===== src/rtl/counter_pkg.sv =====
// Shared types, mode constants and next-count function for the up/down counter.
package counter_pkg;

    localparam int unsigned CNT_MAX_W = 32;

    localparam logic MODE_SAT  = 1'b0;
    localparam logic MODE_WRAP = 1'b1;

    typedef struct packed {
        logic [CNT_MAX_W-1:0] count;
        logic                 tc;
        logic                 ovf;
        logic                 udf;
    } cnt_res_t;

    // Next count and event bits; s must already be clamped to max_val.
    function automatic cnt_res_t cnt_next(
        input logic [CNT_MAX_W-1:0] count,
        input logic [CNT_MAX_W-1:0] s,
        input logic                 up,
        input logic                 mode,
        input logic [CNT_MAX_W-1:0] max_val
    );
        cnt_res_t           res;
        logic [CNT_MAX_W:0] w_sum;
        logic [CNT_MAX_W:0] w_lim;
        res.count = count;
        res.tc    = 1'b0;
        res.ovf   = 1'b0;
        res.udf   = 1'b0;
        w_sum     = {1'b0, count} + {1'b0, s};
        w_lim     = {1'b0, max_val} + (CNT_MAX_W+1)'(1);
        if (s != '0) begin
            if (up) begin
                if (w_sum > {1'b0, max_val}) begin
                    res.tc    = 1'b1;
                    res.ovf   = 1'b1;
                    res.count = (mode == MODE_WRAP) ? CNT_MAX_W'(w_sum - w_lim) : max_val;
                end else begin
                    res.count = CNT_MAX_W'(w_sum);
                end
            end else begin
                if (count >= s) begin
                    res.count = count - s;
                end else begin
                    res.tc    = 1'b1;
                    res.udf   = 1'b1;
                    res.count = (mode == MODE_WRAP)
                              ? CNT_MAX_W'(w_lim + {1'b0, count} - {1'b0, s})
                              : '0;
                end
            end
        end
        return res;
    endfunction

endpackage


===== src/rtl/counter_prescaler.sv =====
// Clock-enable divider: tick is high on the enabled cycle that ends each PRESCALE-cycle phase.
module counter_prescaler #(
    parameter int unsigned PRESCALE = 4
) (
    input  logic clk,
    input  logic reset,
    input  logic clr,
    input  logic en,
    output logic tick
);

    localparam int unsigned PW = (PRESCALE > 1) ? $clog2(PRESCALE) : 1;
    localparam logic [PW-1:0] LAST = PW'(PRESCALE - 1);

    logic [PW-1:0] r_cnt;

    assign tick = en && (r_cnt == LAST);

    always_ff @(posedge clk) begin
        if (reset || clr) begin
            r_cnt <= '0;
        end else if (en) begin
            r_cnt <= (r_cnt == LAST) ? '0 : r_cnt + PW'(1);
        end
    end

endmodule


===== src/rtl/updown_counter_param.sv =====
// Parametrised up/down counter with wrap/saturate, tc pulse and sticky flags.
// Optional clock-enable prescaler selected by COUNTER_PRESCALE_EN.
module updown_counter_param
    import counter_pkg::*;
#(
    parameter int unsigned WIDTH    = 4,
    parameter int unsigned MAX_VAL  = 32'((64'd1 << WIDTH) - 64'd1),
    parameter int unsigned PRESCALE = 4
) (
    input  logic             clk,
    input  logic             reset,
    input  logic             load,
    input  logic [WIDTH-1:0] load_in,
    input  logic             enable,
    input  logic             up,
    input  logic [WIDTH-1:0] step_in,
    input  logic             wrap_mode,
    input  logic             clr_flags,
    output logic [WIDTH-1:0] count_out,
    output logic             tc,
    output logic             ovf_flag,
    output logic             udf_flag
);

    localparam logic [WIDTH-1:0] MAX_W = WIDTH'(MAX_VAL);

    logic [WIDTH-1:0] r_count;
    logic             r_tc;
    logic             r_ovf;
    logic             r_udf;

    logic [WIDTH-1:0] w_step;
    logic [WIDTH-1:0] w_load_val;
    logic             w_tick;
    logic             w_adv;
    cnt_res_t         w_res;
    logic [WIDTH-1:0] w_count_nxt;
    logic             w_tc_nxt;
    logic             w_ovf_nxt;
    logic             w_udf_nxt;

`ifdef COUNTER_PRESCALE_EN
    counter_prescaler #(
        .PRESCALE (PRESCALE)
    ) u_prescaler (
        .clk   (clk),
        .reset (reset),
        .clr   (load),
        .en    (enable),
        .tick  (w_tick)
    );
`else
    // An illegal PRESCALE of 0 disables counting rather than being silently accepted.
    localparam logic PRESCALE_OK = (PRESCALE >= 1);
    assign w_tick = PRESCALE_OK;
`endif

    assign w_adv      = enable & w_tick;
    assign w_step     = (step_in > MAX_W) ? MAX_W : step_in;
    assign w_load_val = (load_in > MAX_W) ? MAX_W : load_in;
    assign w_res      = cnt_next(CNT_MAX_W'(r_count), CNT_MAX_W'(w_step), up, wrap_mode,
                                 CNT_MAX_W'(MAX_VAL));

    // Next-state: load beats counting; a new event beats clr_flags.
    always_comb begin
        w_count_nxt = r_count;
        w_tc_nxt    = 1'b0;
        w_ovf_nxt   = r_ovf & ~clr_flags;
        w_udf_nxt   = r_udf & ~clr_flags;
        if (load) begin
            w_count_nxt = w_load_val;
        end else if (w_adv) begin
            w_count_nxt = WIDTH'(w_res.count);
            w_tc_nxt    = w_res.tc;
            if (w_res.ovf) w_ovf_nxt = 1'b1;
            if (w_res.udf) w_udf_nxt = 1'b1;
        end
    end

    always_ff @(posedge clk) begin
        if (reset) begin
            r_count <= '0;
            r_tc    <= 1'b0;
            r_ovf   <= 1'b0;
            r_udf   <= 1'b0;
        end else begin
            r_count <= w_count_nxt;
            r_tc    <= w_tc_nxt;
            r_ovf   <= w_ovf_nxt;
            r_udf   <= w_udf_nxt;
        end
    end

    assign count_out = r_count;
    assign tc        = r_tc;
    assign ovf_flag  = r_ovf;
    assign udf_flag  = r_udf;

endmodule


===== config.mk =====
export PLATFORM = sky130hd
export DESIGN_NAME = updown_counter_param
export DESIGN_NICKNAME = d
export VERILOG_FILES = /design/src/rtl/counter_pkg.sv /design/src/rtl/counter_prescaler.sv /design/src/rtl/updown_counter_param.sv
export SDC_FILE = /design/constraint.sdc
export NUM_CORES = 1
export LEC_CHECK = 0
export CAP_MARGIN = 0
export CORE_MARGIN = 5
export CORE_UTILIZATION = 41
export DETAILED_ROUTE_END_ITERATION = 8
export MAX_ROUTING_LAYER = met4
export PLACE_DENSITY = 0.74
export SYNTH_ARGS = -nofsm -noshare
export SYNTH_HDL_FRONTEND = slang
export SYNTH_SLANG_ARGS = --single-unit

===== constraint.sdc =====
create_clock -name clk -period 1.95 [get_ports clk]
set_clock_uncertainty 0.05 [all_clocks]
set_input_delay 0.39 -clock clk [delete_from_list [all_inputs] [get_ports clk]]
set_output_delay 0.39 -clock clk [all_outputs]
set_load 0.1 [all_outputs]

==> flow_metrics.tcl, run 1 <==
set metrics [dict create \
    cp_max_fo 3 \
    yosysTopAreaCell "dfxtp_1" \
    crit_path_start_kind "flop" \
    crit_end "count_out[2]" \
    gr-total-overflow 0 \
    setup_violations 2 \
    drv_slew 0 \
    grt_max_degree 10 \
    async_flop_share_pct 0 \
    r2r_slack_ns -0.07 \
    cts.sinks 7 \
    drt-met1-wl_mm 1.020 \
    dieArea_sq_um 2715 \
    r2r-start "count_out[0]" \
    fin_ws_ns -0.06874 \
    timing.hold.ws_ns 0.4209 \
    slowest_delay_ns 0.54 \
    ant_nets 0 \
    grtUsageTotal_pct 18.81 \
    power_density_nw_per_um2 552.6 \
    grt_antenna_before_repair 0 \
    syn_inst 89 \
    rsz0062_at_grt "yes" \
    firstDrtPassIters 4 \
    pin_count 22 \
    clkTransAtPathRegs_ns 0.05 \
    outcome "finished with violations" \
    htree_num_levels 1 \
    fill_cells 114 \
    crit_path_top_delay_cell "or4b_4" \
    synth-seq-cells 7 \
    placed_cell_area_sq_um 1126 \
    netlist-cell-type-count 35 \
    initial_core_util_pct 42.56 \
    clk_latency_ns 0.25 \
    p_leak_nw 0.6053 \
    synth_top_cells_by_count "11 x inv_1, 8 x a21oi_1, 8 x ha_1, 8 x nand2_1, 7 x dfxtp_1" \
    route.met3.wl_um 106 \
    root_buffer "clkbuf_4" \
    layout-drive-gt1-share_pct 53.33 \
    yosys_warnings 0 \
    num_vias 837 \
    chipWidth_um 52.11 \
    relSlewSlack_pct 73.63 \
    r2r_cells 7 \
    cts_buffer_depth 2 \
    critPathRequiredTime_ns 2.06 \
    synthTopCellsByArea "dfxtp_1 19%, ha_1 14%, inv_1 5.7%" \
    worstMarginPinSlew_ns 0.3943 \
    period_minus_slack_ns 2.019 \
    worstSetupEndpointType "flop" \
    tritoncts "built" \
    antenna_cells 0 \
    syn-cell-area_sq_um 726.9 \
    die_h_um 52.11 \
    max_freq_mhz 495.4 \
    grt_pass1_wl_mm 3.663 \
    syn_nets 114 \
    cp-startpoint "count_out[0]" \
    first_global_vias 826 \
    rows 15 \
    via_per_inst 5.231 \
    dp_hpwl_mm 1.711 \
    hold_violations 0 \
    cp_cell_sequence "inv_4 -> ha_4 -> fa_2 -> a21bo_4 -> a311oi_4 -> or4b_4 -> o32ai_2" \
    arrival_ns 2.13 \
    max_cap_violations 0 \
    layout_worst_path_cycle_share_pct 103.5 \
    avgSynthCellArea_sq_um 8.168 \
    fin_nets 161 \
    r2r-end "count_out[2]" \
    drc 0 \
    ys_seq_area_share_pct 19.28 \
    synth-edff-count 0 \
    wl_mm 2.497 \
    numCtsBuffers 3 \
    synth_top_cell_area_share_pct 19.28 \
    ys.flop_type "dfxtp_1" \
    violations "setup timing" \
    yosysMostFrequentCell "inv_1" \
    highest_layer "met4" \
    ir_drop_mv 0.4692 \
    wl_per_cell_um 15.61 \
    core_area_sq_um 1708 \
    io_buffers 21 \
    holdCritPathClass "flop to flop" \
    gp_congestion 0.8478 \
    drtIter0Drc 8 \
    dr_wl_met2_mm 1.348 \
    final_area_sq_um 1366 \
    syn_to_final_growth_pct 87.95 \
    worstSetupPathType "flop to flop" \
]
==> cell usage in the layout (no fill, tap or decap), types with 2 or more instances in the layout <==
master and instances:
a21oi_1 8, a221oi_2 3, a31oi_2 2, buf_12 4, buf_4 28, clkbuf_2 2
clkbuf_4 3, clkdlybuf4s50_1 10, dfxtp_1 3, dfxtp_2 2, dfxtp_4 2, dlymetal6s2s_1 2
fa_2 2, ha_1 3, ha_4 4, inv_1 8, inv_2 2, nand2_1 8
nand2b_1 4, nor2_1 3, nor2_2 2, o21ai_1 2, o22ai_1 2, xor2_1 2
==> repair_timing <==
action | in CTS | in global routing
cloned | 0 | 0
gates resized for setup | 13 | 24
buffers inserted | 2 | 6
setup endpoints to repair | 7 | 5
hold buffers | 0 | 0
pin swaps | 5 | 12
==> final cells by class <==
cell class              count  area, sq um  share of cell area [%]
multi-input cells          66        678.2                   49.63
repair buffers             47        436.7                   31.96
flip-flops and latches      7        150.1                   10.99
inverters                  11        43.79                   3.205
well taps                  25        31.28                   2.289
clock buffers               4        26.28                   1.923
==> power by group <==
group          internal, mW  switching (mW)
sequential            0.154          0.0181
clock                0.0781          0.0540
combinational         0.218           0.233
==> flip-flops by register name, summed over array words and instances, names as in the netlist <==
| signal | flops |
|---|---|
| count_out | 4 |
| ovf_flag | 1 |
| tc | 1 |
| udf_flag | 1 |
==> worst min path at each step <==
stage | from | end | cells after the start
global route | ovf_flag | ovf_flag | 2
floorplan | load_in[0] | count_out[0] | 2
detailed placement | ovf_flag | ovf_flag | 2
finish | ovf_flag | ovf_flag | 2
global placement | udf_flag | udf_flag | 2
CTS | ovf_flag | ovf_flag | 2
==> stage by stage <==
step / total power, mW / utilization (%) / TNS (ns) / instances / setup WS (ns)
after floorplan: 0.3732 / - / -0.5011 / 89 / -0.1694
after global placement: 0.5121 / 65.93 / -2.697 / 148 / -0.4967
after detailed placement: 0.5189 / 65.93 / -3.231 / 148 / -0.6364
after CTS: 0.6885 / 72.01 / -0.1518 / 154 / -0.04672
after global routing: 0.7931 / 80.00 / -0.2142 / 160 / -0.1139
final: 0.7550 / 80.00 / -0.1128 / 160 / -0.06874
==> routing by layer <==
layer,vias to the layer above,GRT usage (%)
met5,-,-
met3,2,4.298
met1,403,20.83
met4,0,5.240
li1,408,-
met2,24,33.47
==> critical path: cells and delay by family, from the launching register on <==
kind	cells	cell delay [ns]
simple gates	1	0.54
fa+ha+maj	2	0.49
compound gates	3	0.44
flops	1	0.37
buf+inv	1	0.04
==> kinds of logic (layout without fill, tap and decap cells) <==
logic type / after synthesis / in the layout / synth area share [%]
adders and majority gates: 10 / 10 / 19.28
AOI/OAI and AO/OA: 28 / 28 / 30.47
DFF: 7 / 7 / 19.28
muxes: 1 / 1 / 1.377
buffers and inverters: 16 / 62 / 9.122
and+or+nand+nor: 24 / 24 / 16.87
xor gates and xnor gates: 3 / 3 / 3.615
(Power assumes the default switching activity.)
==> run 2: changes to the inputs <==
Settings changed: CORE_UTILIZATION 41 to 45, PLACE_DENSITY 0.74 to 0.77.
Clock period 1.95 ns to 2.3 ns, I/O delays scaled along.
==> flow_metrics.tcl, run 2 (same netlist as run 1, synthesis figures left out) <==
set metrics [dict create \
    drtIter0Drc 6 \
    clk_latency_ns 0.27 \
    fin_nets 152 \
    worstSetupEndpointType "flop" \
    pin_count 22 \
    rsz0062_at_grt "no" \
    cts_buffer_depth 2 \
    rows 14 \
    p_leak_nw 0.5035 \
    outcome "completed" \
    critPathBufInv 1 \
    final_common_cell "buf_4" \
    drc 0 \
    ant_nets 0 \
    io_buffers 21 \
    critPathRequiredTime_ns 2.41 \
    dp_hpwl_mm 1.679 \
    cp_cell_sequence "dlygate4sd2_1 -> ha_2 -> fa_1 -> a21bo_2 -> a311oi_1 -> or4b_1 -> o32ai_1" \
    placed_cell_area_sq_um 1050 \
    period_minus_slack_ns 2.134 \
    crit_path_top_delay_cell "or4b_1" \
    via_per_inst 5.507 \
    layout-drive-gt1-share_pct 32.54 \
    hold_violations 0 \
    p_total_mw 0.5379 \
    power_density_nw_per_um2 492.5 \
    arrival_ns 2.24 \
    layout_worst_path_cycle_share_pct 92.77 \
    cts.sinks 7 \
    root_buffer "clkbuf_4" \
    max_freq_mhz 468.7 \
    setup_violations 0 \
    grt_pass1_wl_mm 3.429 \
    cp_max_fo 3 \
    slowest_delay_ns 0.50 \
    gr-total-overflow 0 \
    gp_congestion 0.9149 \
    initial_core_util_pct 47.70 \
    grtUsageTotal_pct 18.96 \
    relSlewSlack_pct 78.42 \
    die_h_um 50.19 \
    syn_to_final_growth_pct 50.26 \
    final_area_sq_um 1092 \
    tritoncts "built" \
    core_area_sq_um 1524 \
    firstDrtPassIters 4 \
    dieArea_sq_um 2519 \
    num_vias 782 \
    holdCritPathClass "flop to flop" \
    max_cap_violations 0 \
    grt_max_degree 10 \
    first_global_vias 746 \
    wl_per_cell_um 14.87 \
    grt_antenna_before_repair 0 \
    most-common-layout-cells "24 x buf_4, 12 x clkdlybuf4s50_1, 11 x inv_1" \
    worstMarginPinSlew_ns 0.3226 \
    hold_buffers 0 \
    chipWidth_um 50.19 \
    crit_path_start_kind "primary input" \
    post-route-util_pct 71.67 \
    post_cts_buffers 0 \
    wl_mm 2.112 \
    worstSetupPathType "primary input to flop" \
    ir_drop_mv 0.3574 \
    critPathTopFamily "adder cells" \
    antenna_cells 0 \
    drv_slew 0 \
    largest_reg_flops 4 \
    clkTransAtPathRegs_ns 0.05 \
    htree_num_levels 1 \
    numCtsBuffers 3 \
]
==> run 2: metal layers <==
layer / vias up / routed length [um] / track usage [%]
met1: 360 / 847 / 20.98
met2: 30 / 1043 / 28.45
met5: - / 0 / -
li1: 387 / - / -
met4: 0 / 58 / 11.79
met3: 5 / 163 / 7.101
==> run 2: final timing paths <==
| check | cells after the start | startpoint | slack [ns] | to |
|---|---|---|---|---|
| setup reg to reg | 7 | count_out[0] | 0.23 | count_out[2] |
| setup / recovery | 7 | step_in[0] | 0.17 | count_out[2] |
| hold / removal | 2 | ovf_flag | 0.44 | ovf_flag |
| hold reg to reg | 2 | ovf_flag | 0.44 | ovf_flag |
==> run 2: layout make-up <==
cell class	count	area, sq um
Clock buffer	4	26.28
Fill cell	121	431.7
Multi-Input combinational cell	66	535.5
Sequential cell	7	147.6
Timing Repair Buffer	38	321.6
Inverter	11	41.29
Tap cell	16	20.02
==> run 2: timing repair <==
item,4_1_cts,5_1_grt
gates resized for setup,2,3
setup endpoints to repair,2,4
pin swaps,0,1
==> run 2: stage by stage <==
step           hold WS (ns)  setup TNS (ns)  setup slack, ns  std cells
3_5_place_dp         0.4265          -1.419          -0.3407        138
2_1_floorplan        0.5583               0          0.03180         89
6_report             0.4365               0           0.1663        142
4_1_cts              0.4352               0         0.005454        142
5_1_grt              0.4539               0          0.03817        142
3_3_place_gp         0.4090          -1.101          -0.2784        138
==> run 2: power breakdown <==
| group | switching (mW) | internal [mW] | total, mW |
|---|---|---|---|
| sequential | 0.0105 | 0.131 | 0.141 |
| combinational | 0.156 | 0.123 | 0.279 |
| clock | 0.0511 | 0.0666 | 0.118 |
==> run 2: worst reg2reg max path, stage by stage (launching register included) <==
cell	delay [ns]
dfxtp_4	0.35
inv_1	0.06
ha_2	0.18
fa_1	0.37
a21bo_2	0.21
a311oi_1	0.10
or4b_1	0.50
o32ai_1	0.14
==> run 3: changes to the inputs <==
Settings changed: CORE_MARGIN 5 to 2.
==> flow_metrics.tcl, run 3 (same netlist as run 1, synthesis figures left out) <==
set metrics [dict create \
    outcome "completed" \
    via_per_inst 5.681 \
    rows 14 \
    ant_nets 0 \
    cts.sinks 7 \
    dieArea_sq_um 1953 \
    max_cap_violations 0 \
    rsz0062_at_grt "no" \
    initial_core_util_pct 48.26 \
    layout_worst_path_cycle_share_pct 96.22 \
    numPlacedInstances 137 \
    firstDrtPassIters 4 \
    holdCritPathClass "flop to flop" \
    largest_reg_flops 4 \
    critPathBufInv 1 \
    arrival_ns 2.33 \
    crit_path_top_delay_cell "or4b_4" \
    grt_max_degree 10 \
    period_minus_slack_ns 2.213 \
    io_buffers 21 \
    fin_ws_ns 0.08687 \
    grt_antenna_before_repair 0 \
    drc 0 \
    tritoncts "built" \
    max_freq_mhz 451.8 \
    root_buffer "clkbuf_4" \
    final_common_cell "buf_4" \
    numCtsBuffers 3 \
    wl_mm 2.210 \
    htree_num_levels 1 \
    syn_to_final_growth_pct 53.18 \
    gp_congestion 0.8859 \
    die_h_um 44.19 \
    gr-total-overflow 0 \
    slowest_delay_ns 0.54 \
    dp_hpwl_mm 1.676 \
    core_area_sq_um 1506 \
    relSlewSlack_pct 77.80 \
    worstSetupEndpointType "flop" \
    pin_count 22 \
    grt_pass1_wl_mm 3.408 \
    power_density_nw_per_um2 496.7 \
    cp_cell_sequence "dlygate4sd2_1 -> ha_2 -> fa_1 -> a21bo_2 -> a311oi_2 -> or4b_4 -> o32ai_1" \
    clk_latency_ns 0.26 \
    ir_drop_mv 0.4063 \
    worstMarginPinSlew_ns 0.3319 \
    p_total_mw 0.5531 \
    crit_path_start_kind "primary input" \
    cp_max_fo 3 \
    post_cts_buffers 0 \
    first_global_vias 795 \
    timing.hold.ws_ns 0.4236 \
    worstSetupPathType "primary input to flop" \
    critPathTopFamily "adder cells" \
    setup_violations 0 \
    fin_nets 151 \
    grtUsageTotal_pct 24.70 \
    hold_violations 0 \
    drtIter0Drc 16 \
    num_vias 801 \
    antenna_cells 0 \
    clkTransAtPathRegs_ns 0.06 \
    p_leak_nw 0.5043 \
    most-common-layout-cells "23 x buf_4, 12 x clkdlybuf4s50_1, 11 x inv_1" \
    wl_per_cell_um 15.67 \
    cts_buffer_depth 2 \
    layout-drive-gt1-share_pct 36.00 \
    dp_slack_ns -0.3772 \
    chipWidth_um 44.19 \
    final_cells 141 \
    drv_slew 0 \
    critPathRequiredTime_ns 2.41 \
]
run 3: tightest hold or removal path, stage by stage, from the launching register on:
cell and delay [ns]:
dfxtp_1 0.31, nand2b_1 0.06, a21oi_1 0.06
run 3: report_power, final:
part / switching, mW / internal [mW] / total [mW]
combinational: 0.167 / 0.129 / 0.296
sequential: 0.0107 / 0.131 / 0.141
clock: 0.0488 / 0.0664 / 0.115
total: 0.227 / 0.326 / 0.553
run 3: cell type report:
class	instances	area, sq um
Timing Repair Buffer	37	314.1
Fill cell	120	392.9
Sequential cell	7	147.6
Clock buffer	4	26.28
Multi-Input combinational cell	66	564.3
Inverter	11	41.29
Tap cell	16	20.02
run 3: final timing paths:
path                startpoint           end  slack, ns  cells after the start
setup reg to reg  count_out[0]  count_out[2]       0.16                      7
setup / recovery    step_in[0]  count_out[2]       0.09                      7
hold reg to reg       udf_flag      udf_flag       0.42                      2
hold / removal        udf_flag      udf_flag       0.42                      2
run 3: what timing repair did:
action                     CTS  global route
gates cloned                 0             0
gates resized for setup      3             7
pin swaps                    1             1
setup endpoints to repair    2             4
hold buffers                 0             0
run 3: stage by stage:
stage               cell area [sq um]  utilization, %  TNS [ns]
floorplan                       734.5               -         0
global placement                 1042           69.19    -1.018
detailed placement               1042           69.19    -1.335
CTS                              1076           71.43         0
global route                     1114           73.92         0
finish                           1114           73.92         0
run 3: metal layers:
metal  share of wire [%]  GRT usage (%)  vias up
li1                    -              -      387
met1                  41          27.75      377
met2                  52          41.76       31
met3                 4.5          6.939        6
met4                 2.0          8.485        0
met5                   0              -        -
